**src/rtl/button_seq_pkg.sv**
```systemverilog
// Shared types and constants for the button PIO event sequencer.
// Covers the FSM state encoding, PIO register map and button-to-command mapping.
package button_seq_pkg;

  typedef enum logic [2:0] {
    INIT_MASK,
    IDLE,
    RD_REQ,
    RD_WAIT,
    CLR,
    HOLD,
    FLUSH
  } state_t;

  // PIO register map
  localparam logic [1:0] ADDR_DATA = 2'd0;
  localparam logic [1:0] ADDR_MASK = 2'd2;
  localparam logic [1:0] ADDR_EDGE = 2'd3;

  // Button index doubles as the command id
  localparam logic [1:0] BTN_PLAY = 2'd0;
  localparam logic [1:0] BTN_NEXT = 2'd1;
  localparam logic [1:0] BTN_PREV = 2'd2;

endpackage

```
**src/rtl/button_cmd_queue.sv**
```systemverilog
// Pending-button register turned into a valid/ready token stream, lowest index first.
// A set and a clear of the same bit in one cycle leaves the bit set and is not an overflow.
module button_cmd_queue #(
  parameter int NUM_BTN = 3
) (
  input  logic               clk,
  input  logic               reset,
  input  logic               set_en,
  input  logic [NUM_BTN-1:0] set_bits,
  input  logic               cmd_ready,
  output logic               cmd_valid,
  output logic [1:0]         cmd_id,
  output logic               overflow
);

  logic [NUM_BTN-1:0] pending_reg, pending_next;
  logic [NUM_BTN-1:0] clr_bits, set_mask;
  logic               cmd_valid_reg;
  logic [1:0]         cmd_id_reg, cmd_id_next;
  logic               overflow_reg, overflow_next;

  genvar gi;
  generate
    for (gi = 0; gi < NUM_BTN; gi++) begin : g_clr
      assign clr_bits[gi] = cmd_valid_reg & cmd_ready & (cmd_id_reg == 2'(gi));
    end
  endgenerate

  always_comb begin
    set_mask      = set_en ? set_bits : '0;
    pending_next  = (pending_reg & ~clr_bits) | set_mask;
    overflow_next = |(pending_reg & set_mask & ~clr_bits);
    cmd_id_next   = '0;
    for (int i = NUM_BTN - 1; i >= 0; i--) begin
      if (pending_next[i]) cmd_id_next = 2'(i);
    end
  end

  // Token outputs are computed from the next pending value so they stay registered
  always_ff @(posedge clk) begin
    if (reset) begin
      pending_reg   <= '0;
      cmd_valid_reg <= 1'b0;
      cmd_id_reg    <= '0;
      overflow_reg  <= 1'b0;
    end else begin
      pending_reg   <= pending_next;
      cmd_valid_reg <= |pending_next;
      cmd_id_reg    <= cmd_id_next;
      overflow_reg  <= overflow_next;
    end
  end

  assign cmd_valid = cmd_valid_reg;
  assign cmd_id    = cmd_id_reg;
  assign overflow  = overflow_reg;

endmodule

```
**src/rtl/button_event_sequencer.sv**
```systemverilog
// Avalon-MM master servicing the 3-button PIO: programs the IRQ mask, reads and clears
// edge captures, waits out switch bounce, then flushes; captured edges become command tokens.
module button_event_sequencer
  import button_seq_pkg::*;
#(
  parameter int                 NUM_BTN        = 3,
  parameter logic [NUM_BTN-1:0] IRQ_MASK       = 3'b111,
  parameter int                 HOLDOFF_CYCLES = 2500000,
  parameter int                 CNT_W          = 22
) (
  input  logic        clk,
  input  logic        reset,
  input  logic        enable,
  input  logic        irq,
  output logic [1:0]  pio_address,
  output logic        pio_chipselect,
  output logic        pio_write_n,
  output logic [31:0] pio_writedata,
  input  logic [31:0] pio_readdata,
  output logic        cmd_valid,
  output logic [1:0]  cmd_id,
  input  logic        cmd_ready,
  output logic        busy,
  output logic        overflow
);

  state_t             state_reg, state_next;
  logic [CNT_W-1:0]   cnt_reg, cnt_next;
  logic [1:0]         addr_reg, addr_next;
  logic               cs_reg, cs_next;
  logic               wr_n_reg, wr_n_next;
  logic [NUM_BTN-1:0] wdata_reg, wdata_next;
  logic               busy_reg;
  logic [NUM_BTN-1:0] cap_now;
  logic               unused_readdata;

  assign cap_now         = pio_readdata[NUM_BTN-1:0] & IRQ_MASK;
  assign unused_readdata = ^pio_readdata[31:NUM_BTN];

  always_comb begin
    state_next = state_reg;
    cnt_next   = cnt_reg;
    case (state_reg)
      // Stay until the mask write strobe has actually been on the bus
      INIT_MASK: if (cs_reg) state_next = FLUSH;
      IDLE:      if (irq && enable) state_next = RD_REQ;
      RD_REQ:    state_next = RD_WAIT;
      RD_WAIT:   state_next = CLR;
      CLR: begin
        cnt_next   = CNT_W'(HOLDOFF_CYCLES - 1);
        state_next = HOLD;
      end
      HOLD: begin
        if (cnt_reg == '0) state_next = FLUSH;
        else               cnt_next   = cnt_reg - 1'b1;
      end
      FLUSH:     state_next = IDLE;
      default:   state_next = INIT_MASK;
    endcase
  end

  // Bus outputs are registered from the state being entered, so each access is on the
  // bus during its own state and registered readdata lands in RD_WAIT.
  always_comb begin
    addr_next  = ADDR_DATA;
    cs_next    = 1'b0;
    wr_n_next  = 1'b1;
    wdata_next = '0;
    case (state_next)
      INIT_MASK: begin
        addr_next  = ADDR_MASK;
        cs_next    = 1'b1;
        wr_n_next  = 1'b0;
        wdata_next = IRQ_MASK;
      end
      RD_REQ: addr_next = ADDR_EDGE;
      CLR: begin
        addr_next  = ADDR_EDGE;
        cs_next    = 1'b1;
        wr_n_next  = 1'b0;
        wdata_next = cap_now;
      end
      FLUSH: begin
        addr_next  = ADDR_EDGE;
        cs_next    = 1'b1;
        wr_n_next  = 1'b0;
        wdata_next = '1;
      end
      default: ;
    endcase
  end

  always_ff @(posedge clk) begin
    if (reset) begin
      state_reg <= INIT_MASK;
      cnt_reg   <= '0;
      addr_reg  <= ADDR_DATA;
      cs_reg    <= 1'b0;
      wr_n_reg  <= 1'b1;
      wdata_reg <= '0;
      busy_reg  <= 1'b1;
    end else begin
      state_reg <= state_next;
      cnt_reg   <= cnt_next;
      addr_reg  <= addr_next;
      cs_reg    <= cs_next;
      wr_n_reg  <= wr_n_next;
      wdata_reg <= wdata_next;
      busy_reg  <= (state_next != IDLE);
    end
  end

  button_cmd_queue #(
    .NUM_BTN(NUM_BTN)
  ) u_cmd_queue (
    .clk      (clk),
    .reset    (reset),
    .set_en   (state_reg == RD_WAIT),
    .set_bits (cap_now),
    .cmd_ready(cmd_ready),
    .cmd_valid(cmd_valid),
    .cmd_id   (cmd_id),
    .overflow (overflow)
  );

  assign pio_address    = addr_reg;
  assign pio_chipselect = cs_reg;
  assign pio_write_n    = wr_n_reg;
  assign pio_writedata  = {{(32 - NUM_BTN){1'b0}}, wdata_reg};
  assign busy           = busy_reg;

endmodule

```
**config.mk**
```make
export PLATFORM = sky130hd
export DESIGN_NAME = button_event_sequencer
export DESIGN_NICKNAME = d
export VERILOG_FILES = /design/src/rtl/button_seq_pkg.sv /design/src/rtl/button_cmd_queue.sv /design/src/rtl/button_event_sequencer.sv
export SDC_FILE = /design/constraint.sdc
export NUM_CORES = 1
export LEC_CHECK = 0
export ABC_AREA = 0
export BUFFER_PORTS_ARGS = -buffer_cell sky130_fd_sc_hd__buf_2
export CAP_MARGIN = 0
export CORE_ASPECT_RATIO = 1.75
export CORE_MARGIN = 1
export CORE_UTILIZATION = 45
export CTS_CLUSTER_DIAMETER = 60
export CTS_CLUSTER_SIZE = 14
export DETAILED_ROUTE_END_ITERATION = 8
export PLACE_DENSITY = 0.7
export SETUP_SLACK_MARGIN = 0.2
export SLEW_MARGIN = 20
export SYNTH_ARGS = -nofsm -noshare
export SYNTH_HDL_FRONTEND = slang
export SYNTH_SLANG_ARGS = --single-unit
```
**constraint.sdc**
```tcl
create_clock -name clk -period 6.4 [get_ports clk]
set_input_delay 1.28 -clock clk [delete_from_list [all_inputs] [get_ports clk]]
set_output_delay 1.28 -clock clk [all_outputs]
set_load 0.03 [all_outputs]
```
==> results.yml, run 1 <==
timing:
  finalCritPeriodShare_pct: 39.1
  setup_ws_ps: 3900
  tightest_slew_ps: 668
  setup_viol: 0
  rsz0062_at_grt: "no"
  finalMaxSlewViolations: 0
  max_freq_mhz: 400
  finalCriticalPeriod_ps: 2500
  slew_headroom_pct: 55.4
  finalHoldViolations: 0
  clock-skew-final_ps: 9.30
  tns_ps: 0
clocking:
  cts_hold_buf: 0
  cts_htree_levels: 2
  numCtsBuffers: 5
  cts_tree: "done"
  cts_root_buf: "clkbuf_8"
  clk_pin_slew_ps: 70
  clock_latency_ps: 290
  post_cts_buffers: 0
  clock_path_buffers: 2
  clock_sinks: 40
  cts.repair.resized: 0
setup_path:
  start_kind: "register"
  crit_chain: "inv_1, ha_1, or4b_1, nor4b_1, nand3_1, and3_1, and2_1"
  setup.worst_path.class: "reg2reg"
  cp.required_ps: 6580
  cp.depth: 7
  worstRegToRegCells: 7
  critical_path.max_stage_delay_ps: 660
  worst-path-max-fanout: 9
  path_buf_inv: 1
  end_kind: "register"
  critPathArrivalTime_ps: 2690
  worst_path_max_delay_cell: "or4b_1"
  critical_path.top_delay_family: "simple AND/OR/NAND/NOR gates"
  r2r_setup_slack_ps: 3900
global_routing:
  grt_start_max_net_pins: 25
  antenna_found_initial: 0
  grt_pass1_vias: 1595
  grt_overflow: 0
  grtUsageTotal_pct: 19.3
  grt_pass1_wl_um: 7090
power:
  ir_drop_v: 0.000345
  finalPower_mw: 1.36
  p_leak_nw: 0.930
  power_density_mw_per_mm2: 603
synthesis:
  async_flop_share_pct: 0
  synthMostInstantiatedCell: "dfxtp_1"
  ys_seq_area_share_pct: 37.9
  synth_cells: 249
  yosysTopAreaCellShare_pct: 37.9
  ys_warn_count: 0
  yosysTopAreaCell: "dfxtp_1"
  synth_ff_type: "dfxtp_1"
  avgSynthCellArea_um2: 8.48
  ys_seq_elements: 40
  synth-edff-count: 0
  synth.cell_area_mm2: 0.00211
  synthTopCellsByCount: "40 x dfxtp_1, 29 x buf_4, 26 x nor2_1, 19 x a21oi_1, 14 x nand2_1"
  netlist_top_cells_area: "dfxtp_1 38%, buf_4 10%, nor2_1 4.6%"
  ys_types: 54
placed_design:
  routabilityCongestion: 0.827
  portBuffers: 19
  dp_slack_ps: 3630
  placed_area_mm2: 0.00213
  dp_hpwl_um: 3220
floorplanning:
  rows: 32
  die_h_um: 92.6
  die_w_um: 53.8
  io_pins: 78
  core_mm2: 0.00444
  initial_utilization_pct: 47.5
  die-area_mm2: 0.00498
detailed_routing:
  drt_wl_total_um: 4420
  drc: 0
  wl_per_cell_um: 14.0
  antenna_left: 0
  vias: 1790
  drtPass1Iterations: 4
  dr.first_iter.drc_count: 60
  vias_per_cell: 5.66
finish:
  nets: 303
  drive_above_1_share_pct: 12.5
  syn_to_final_growth_pct: 6.75
  antennaDiodeCount: 0
  n_fill_cell: 462
  final_area_mm2: 0.00225
  largest_reg_flops: 22
  final_core_util_pct: 50.7
flow_run:
  maxCapViolCount: 0
status:
  outcome: "finished, final reports clean"
min_path:
  hp-class: "reg2reg"
  hold_depth: 1
==> layout make-up <==
class                   instances  area (um^2)  area share [%]
clock buffers                   5         68.8            3.05
clock inverters                 2         60.1            2.66
inverters                       4         15.0           0.666
multi-input cells             194         1140            50.7
flip-flops and latches         40          801            35.5
well taps                      51         63.8            2.83
repair buffers                 20          103            4.55
==> stage by stage <==
step,cells,hold WS [ps]
final,316,493
after global routing,316,511
after CTS,316,495
after detailed placement,309,484
after global placement,309,475
after floorplan,277,458
==> routing by layer <==
metal  routed length [um]  vias up  global-route usage, %
li1                     -      874                      -
met1                 1680      842                   20.0
met2                 2330       61                   33.8
met3                  261       13                   3.61
met4                  148        0                   11.2
met5                    0        -                      0
==> cells in the final DEF, fill, tap and decap left out, types with 6 or more instances in the layout <==
cell | netlist | final
dfxtp_1 | 40 | 40
conb_1 | 1 | 29
nor2_1 | 26 | 26
a21oi_1 | 19 | 19
buf_2 | 2 | 19
nand2_1 | 14 | 14
nor3_1 | 8 | 8
nand4_1 | 8 | 8
o21ai_0 | 8 | 8
xor2_1 | 7 | 7
nand2b_1 | 6 | 6
==> path summary, 6_finish.rpt <==
| path | start | to |
|---|---|---|
| max | cnt_reg[0] | state_reg[0] |
| min | cnt_reg[0] | cnt_reg[0] |
| max reg2reg | cnt_reg[0] | state_reg[0] |
| min reg2reg | cnt_reg[0] | cnt_reg[0] |
==> worst reg2reg max path, delay by kind of cell (launching register included) <==
family / cells / cell delay (ps)
fa+ha+maj: 1 / 200
buf+inv: 1 / 70
flops: 1 / 330
simple gates: 5 / 1800
==> where the power goes <==
part | internal [mW] | leakage (nW) | switching, mW
Sequential | 0.331 | 0.327 | 0.0928
Combinational | 0.258 | 0.538 | 0.436
Clock | 0.154 | 0.0642 | 0.0876
Total | 0.742 | 0.930 | 0.617
==> logic make-up (layout without fill, tap and decap cells) <==
group	Yosys count	count (layout)	synth area share, %
and+or+nand+nor	102	102	28.4
AOI/OAI and AO/OA	53	53	16.2
buffers and inverters	43	31	12.9
DFF	40	40	37.9
xor gates and xnor gates	8	8	3.32
adders and majority gates	1	1	0.592
other	1	29	0.178
muxes	1	1	0.474
No activity file was read; power rests on OpenSTA's default activity.
==> run 2: changes to the inputs <==
--- a/config.mk
+++ b/config.mk
@@ -10,11 +10,11 @@
 export CAP_MARGIN = 0
 export CORE_ASPECT_RATIO = 1.75
 export CORE_MARGIN = 1
-export CORE_UTILIZATION = 45
+export CORE_UTILIZATION = 44
 export CTS_CLUSTER_DIAMETER = 60
 export CTS_CLUSTER_SIZE = 14
 export DETAILED_ROUTE_END_ITERATION = 8
-export PLACE_DENSITY = 0.7
+export PLACE_DENSITY = 0.71
 export SETUP_SLACK_MARGIN = 0.2
 export SLEW_MARGIN = 20
 export SYNTH_ARGS = -nofsm -noshare
==> constraint.sdc (replaced) <==
create_clock -name clk -period 2.15 [get_ports clk]
set_input_delay 0.43 -clock clk [delete_from_list [all_inputs] [get_ports clk]]
set_output_delay 0.43 -clock clk [all_outputs]
set_load 0.03 [all_outputs]
==> run 2 against run 1 <==
Compared with the run above:
- count of clock-buffer cells in the layout unchanged
- routed wire length is 15% higher
- total power grew to 3.9 times the previous value
- clock power increased to 2.6 times the previous value
- critical path depth is 3 higher
- cell count is 9.8% higher
- fmax up 18%
- critical path type unchanged
- global-route usage rose by 1.1 points
- via count grew 9.8%
==> results.yml, run 2 (synthesized netlist as in run 1, its figures left out) <==
setup_path:
  worst-path-max-fanout: 5
  cpMostUsedCell: "buf_4"
  worst_path_max_delay_cell: "or4b_4"
  crit_chain: "inv_2, ha_4, or4b_4, buf_4, nor4b_4, buf_4, buf_6, a31oi_4, nor2_2, a211oi_2"
  cp.required_ps: 2330
  critical_path.max_stage_delay_ps: 530
  end_kind: "register"
  rr_startpoint: "cnt_reg[0]"
  r2r_setup_slack_ps: 30
  critical_path.top_delay_family: "simple AND/OR/NAND/NOR gates"
  worstRegToRegCells: 10
  r2r_end: "cnt_reg[1]"
  start_kind: "register"
  crit_path_start: "cnt_reg[0]"
  path_buf_inv: 4
  setup.worst_path.class: "reg2reg"
  critPathArrivalTime_ps: 2310
placed_design:
  dp_slack_ps: 60.7
  portBuffers: 19
  routabilityCongestion: 0.823
  dp_hpwl_um: 3360
power:
  p_leak_nw: 1.09
  power_density_mw_per_mm2: 2010
  seq_power_share_pct: 22.3
  switchingPower_mw: 2.41
  swShare_pct: 45.0
  pwr-share-comb_pct: 65.9
  p_int_mw: 2.94
  finalPower_mw: 5.35
  pwr-share-clk_pct: 11.8
  ir_drop_v: 0.00105
floorplanning:
  rows: 33
  io_pins: 78
  die-area_mm2: 0.00509
  initial_utilization_pct: 45.3
  die_h_um: 93.7
  die_w_um: 54.4
  core_mm2: 0.00467
finish:
  antennaDiodeCount: 0
  multi_input_area_mm2: 0.00132
  n_fill_cell: 413
  layout_commonest_cell: "dfxtp_1"
  nets: 332
  final_cell_mix: "34 x dfxtp_1, 29 x conb_1, 25 x buf_4"
  regArea_um2: 808
  largest_reg_flops: 22
  syn_to_final_growth_pct: 26.2
  drive_above_1_share_pct: 32.5
flow_run:
  maxCapViolCount: 0
clocking:
  numCtsBuffers: 5
  clk_pin_slew_ps: 80
  cts_htree_levels: 2
  clock_sinks: 40
  cts_root_buf: "clkbuf_8"
  clock_latency_ps: 300
  cts_hold_buf: 0
  clock_path_buffers: 2
  cts_tree: "done"
timing:
  slew_headroom_pct: 60.4
  setup_viol: 0
  max_freq_mhz: 471
  finalHoldViolations: 0
  finalMaxSlewViolations: 0
  tightest_slew_ps: 588
  clock-skew-final_ps: 8.34
  tns_ps: 0
  rsz0062_at_grt: "yes"
  finalCriticalPeriod_ps: 2120
  setup_ws_ps: 26.3
  finalCritPeriodShare_pct: 98.8
global_routing:
  met2_usage_pct: 37.7
  grt_pass1_vias: 1755
  grt_overflow: 0
  grt_use_met3_pct: 4.05
  grt_busiest_layer: "met2"
  grt_pass1_wl_um: 7560
  grt_use_met1_pct: 19.2
  grt_start_max_net_pins: 24
  grtUsageTotal_pct: 20.5
  antenna_found_initial: 0
min_path:
  hp-class: "in2reg"
  hold_path_end: "u_cmd_queue.overflow"
  worstHoldStart: "pio_readdata[1]"
  hold_depth: 3
detailed_routing:
  drtPass1Iterations: 4
  drc: 0
  drt_wl_total_um: 5080
  dr.first_iter.drc_count: 51
  wl_per_cell_um: 14.6
  vias: 1966
  antenna_left: 0
  vias_per_cell: 5.67
status:
  outcome: "finished, final reports clean"
-- run 2: changes by cell type in the layout (fill, tap and decap cells not counted), sizes merged --
cell,previous run,this run
bufinv,2,1
inv,3,4
buf,20,49
clkinvlp,0,1
-- run 2: area by class of cell --
class | instances | share of cell area, %
clock buffer | 5 | 2.58
inverter | 4 | 0.563
timing repair buffer | 49 | 12.8
sequential | 40 | 30.3
clock inverter | 3 | 1.74
tap | 52 | 2.44
multi-input combinational | 194 | 49.5
-- run 2: how the worst max path moves through the flow --
| stage | end | slack, ps | depth (start not counted) |
|---|---|---|---|
| 3_3_place_gp | state_reg[0] | 90 | 7 |
| 2_1_floorplan | cnt_reg[15] | 130 | 4 |
| 6_report | cnt_reg[1] | 30 | 10 |
| 3_5_place_dp | cnt_reg[0] | 60 | 7 |
| 5_1_grt | cnt_reg[1] | -70 | 10 |
| 4_1_cts | cnt_reg[5] | 50 | 8 |
-- run 2: power groups by stage --
stage | Combinational [mW] | Sequential, mW | Clock (mW)
5_1_grt | 3.75 | 1.24 | 0.679
2_1_floorplan | 1.76 | 1.32 | 0
3_5_place_dp | 2.45 | 1.19 | 0
4_1_cts | 2.79 | 1.18 | 0.646
3_3_place_gp | 2.41 | 1.19 | 0
6_report | 3.52 | 1.19 | 0.632
-- run 2: worst register-to-register path, stage by stage, from the launching register on --
cell and delay [ps]:
dfxtp_2 330, inv_2 60, ha_4 140, or4b_4 530, buf_4 190, nor4b_4 200
buf_4 180, buf_6 110, a31oi_4 90, nor2_2 130, a211oi_2 50
-- run 2: timing repair --
action | in CTS | in global routing
cloned | 0 | 1
pin swaps | 11 | 8
endpoints found under the setup margin | 30 | 28
setup buffers | 6 | 7
resized for setup | 13 | 24
endpoints found under the hold margin | 0 | 0
-- run 2: metal layers --
| layer | share of wire (%) | vias to the layer above |
|---|---|---|
| li1 | - | 942 |
| met5 | 0 | - |
| met1 | 37 | 918 |
| met4 | 4.6 | 0 |
| met3 | 5.1 | 23 |
| met2 | 53 | 83 |
-- run 2: metrics by stage --
stage / area [um^2] / utilization, % / hold slack, ps / instances
final: 2670 / 57.1 / 422 / 347
after global routing: 2670 / 57.1 / 434 / 347
after CTS: 2490 / 53.3 / 419 / 339
after detailed placement: 2280 / 48.8 / 461 / 325
after global placement: 2280 / 48.8 / 455 / 325
after floorplan: 2270 / - / 440 / 277
==> run 3: changes to the inputs <==
--- a/config.mk
+++ b/config.mk
@@ -10,13 +10,15 @@
 export CAP_MARGIN = 0
 export CORE_ASPECT_RATIO = 1.75
 export CORE_MARGIN = 1
-export CORE_UTILIZATION = 44
+export CORE_UTILIZATION = 45
+export CTS_BUF_LIST = sky130_fd_sc_hd__clkbuf_4 sky130_fd_sc_hd__clkbuf_8
 export CTS_CLUSTER_DIAMETER = 60
-export CTS_CLUSTER_SIZE = 14
+export CTS_CLUSTER_SIZE = 24
 export DETAILED_ROUTE_END_ITERATION = 8
-export PLACE_DENSITY = 0.71
+export PLACE_DENSITY = 0.73
 export SETUP_SLACK_MARGIN = 0.2
 export SLEW_MARGIN = 20
 export SYNTH_ARGS = -nofsm -noshare
 export SYNTH_HDL_FRONTEND = slang
 export SYNTH_SLANG_ARGS = --single-unit
+export TNS_END_PERCENT = 100
==> run 3 against run 2 <==
Compared with the run above:
- non-clock buffer count up 1
- clock power decreased by 16%
- cell area fell by 1.4%
- total power decreased by 6.9%
- global-route usage grew 1.4 points
- fmax is 1.5% higher
- first-iteration DRC count down 31%
- combinational power down 8.0%
- cell count did not move
- highest routed layer unchanged
==> results.yml, run 3 (synthesized netlist as in run 1, its figures left out) <==
placed_design:
  dp_slack_ps: 69.1
  portBuffers: 19
  placed_area_mm2: 0.00228
  dp_hpwl_um: 3410
  routabilityCongestion: 0.845
  place_inst: 324
timing:
  setup_ws_ps: 56.9
  rsz0062_at_grt: "yes"
  finalCriticalPeriod_ps: 2090
  tightest_slew_ps: 590
  max_freq_mhz: 478
  tns_ps: 0
  finalMaxSlewViolations: 0
  holdWs_ps: 430
  setup_viol: 0
  clock-skew-final_ps: 6.21
  finalCritPeriodShare_pct: 97.4
  slew_headroom_pct: 60.1
  finalHoldViolations: 0
finish:
  layout_commonest_cell: "dfxtp_1"
  syn_to_final_growth_pct: 24.4
  nets: 333
  drive_above_1_share_pct: 30.7
  final_cell_mix: "34 x dfxtp_1, 29 x conb_1, 25 x nor2_1, 25 x buf_4, 20 x buf_2"
  final_cells: 347
  multi_input_area_mm2: 0.00129
  largest_reg_flops: 22
  final_area_mm2: 0.00263
  antennaDiodeCount: 0
  n_fill_cell: 403
  regArea_um2: 811
  final_core_util_pct: 59.1
detailed_routing:
  antenna_left: 0
  drt_wl_total_um: 5170
  drc: 0
  wl_per_cell_um: 14.9
  drtPass1Iterations: 4
  vias_per_cell: 5.58
  dr.first_iter.drc_count: 35
  vias: 1936
global_routing:
  grt_pass1_wl_um: 7980
  antenna_found_initial: 0
  grtUsageTotal_pct: 21.9
  grt_overflow: 0
  grt_start_max_net_pins: 24
  grt_pass1_vias: 1787
clocking:
  numCtsBuffers: 5
  clock_path_buffers: 2
  clk_pin_slew_ps: 80
  cts_htree_levels: 2
  cts_hold_buf: 0
  cts_tree: "done"
  cts_root_buf: "clkbuf_8"
  clock_sinks: 40
  clock_latency_ps: 300
power:
  power_density_mw_per_mm2: 1890
  finalPower_mw: 4.98
  seq_power_share_pct: 24.3
  p_leak_nw: 1.09
  pwr-share-clk_pct: 10.7
  pwr-share-comb_pct: 65.0
  ir_drop_v: 0.000938
  p_int_mw: 2.72
  switchingPower_mw: 2.26
  swShare_pct: 45.5
floorplanning:
  io_pins: 78
  die_w_um: 53.8
  die-area_mm2: 0.00498
  die_h_um: 92.6
  rows: 32
  core_mm2: 0.00444
  initial_utilization_pct: 47.5
setup_path:
  r2r_setup_slack_ps: 60
  critPathArrivalTime_ps: 2280
  crit_path_start: "cnt_reg[0]"
  start_kind: "register"
  crit_path_end: "cnt_reg[6]"
  cp.required_ps: 2330
  rr_startpoint: "cnt_reg[0]"
  r2r_end: "cnt_reg[6]"
  setup.worst_path.class: "reg2reg"
  worstRegToRegCells: 8
  worst-path-max-fanout: 6
  end_kind: "register"
min_path:
  hold_depth: 3
  hp-class: "in2reg"
status:
  outcome: "finished, final reports clean"
flow_run:
  maxCapViolCount: 0
==> run 3: area by class of cell <==
cell class | count | area share (%)
multi-input combinational | 194 | 49.2
sequential | 40 | 30.9
clock inverter | 2 | 0.381
clock buffer | 6 | 3.14
tap | 51 | 2.43
inverter | 4 | 0.571
timing repair buffer | 50 | 13.4
==> run 3: worst min path at each step <==
stage                          startpoint                          to
after floorplan                cnt_reg[0]                  cnt_reg[0]
after global placement         cnt_reg[0]                  cnt_reg[0]
after detailed placement       cnt_reg[0]                  cnt_reg[0]
after CTS                 pio_readdata[1]        u_cmd_queue.overflow
after global routing      pio_readdata[0]  u_cmd_queue.pending_reg[0]
final                     pio_readdata[1]        u_cmd_queue.overflow
==> run 3: repair_timing <==
item / in CTS / in global routing
setup buffers: 9 / 5
pin swaps: 13 / 15
endpoints found under the setup margin: 29 / 31
cloned: 0 / 1
resized for setup: 14 / 18
==> run 3: critical path: stages, from the launching register on <==
cell and delay, ps:
dfxtp_4 360, inv_2 60, ha_4 120, or4b_4 530
buf_4 180, or4_1 410, a21oi_2 140, xnor2_1 140
nor2_1 50
==> run 3: layer usage <==
layer | vias to the layer above | share of wire, % | wire (um) | GRT usage (%)
li1 | 935 | - | - | -
met1 | 921 | 37 | 1930 | 21.2
met2 | 67 | 55 | 2860 | 39.9
met3 | 13 | 4.5 | 231 | 4.27
met4 | 0 | 2.8 | 146 | 12.1
met5 | - | 0 | 0 | 0
==> run 3: power by group through the flow <==
stage / registers (mW) / clock network [mW] / logic [mW]
after floorplan: 1.32 / 0 / 1.76
after global placement: 1.19 / 0 / 2.41
after detailed placement: 1.21 / 0 / 2.44
after CTS: 1.19 / 0.538 / 2.84
after global routing: 1.25 / 0.582 / 3.49
final: 1.21 / 0.531 / 3.24
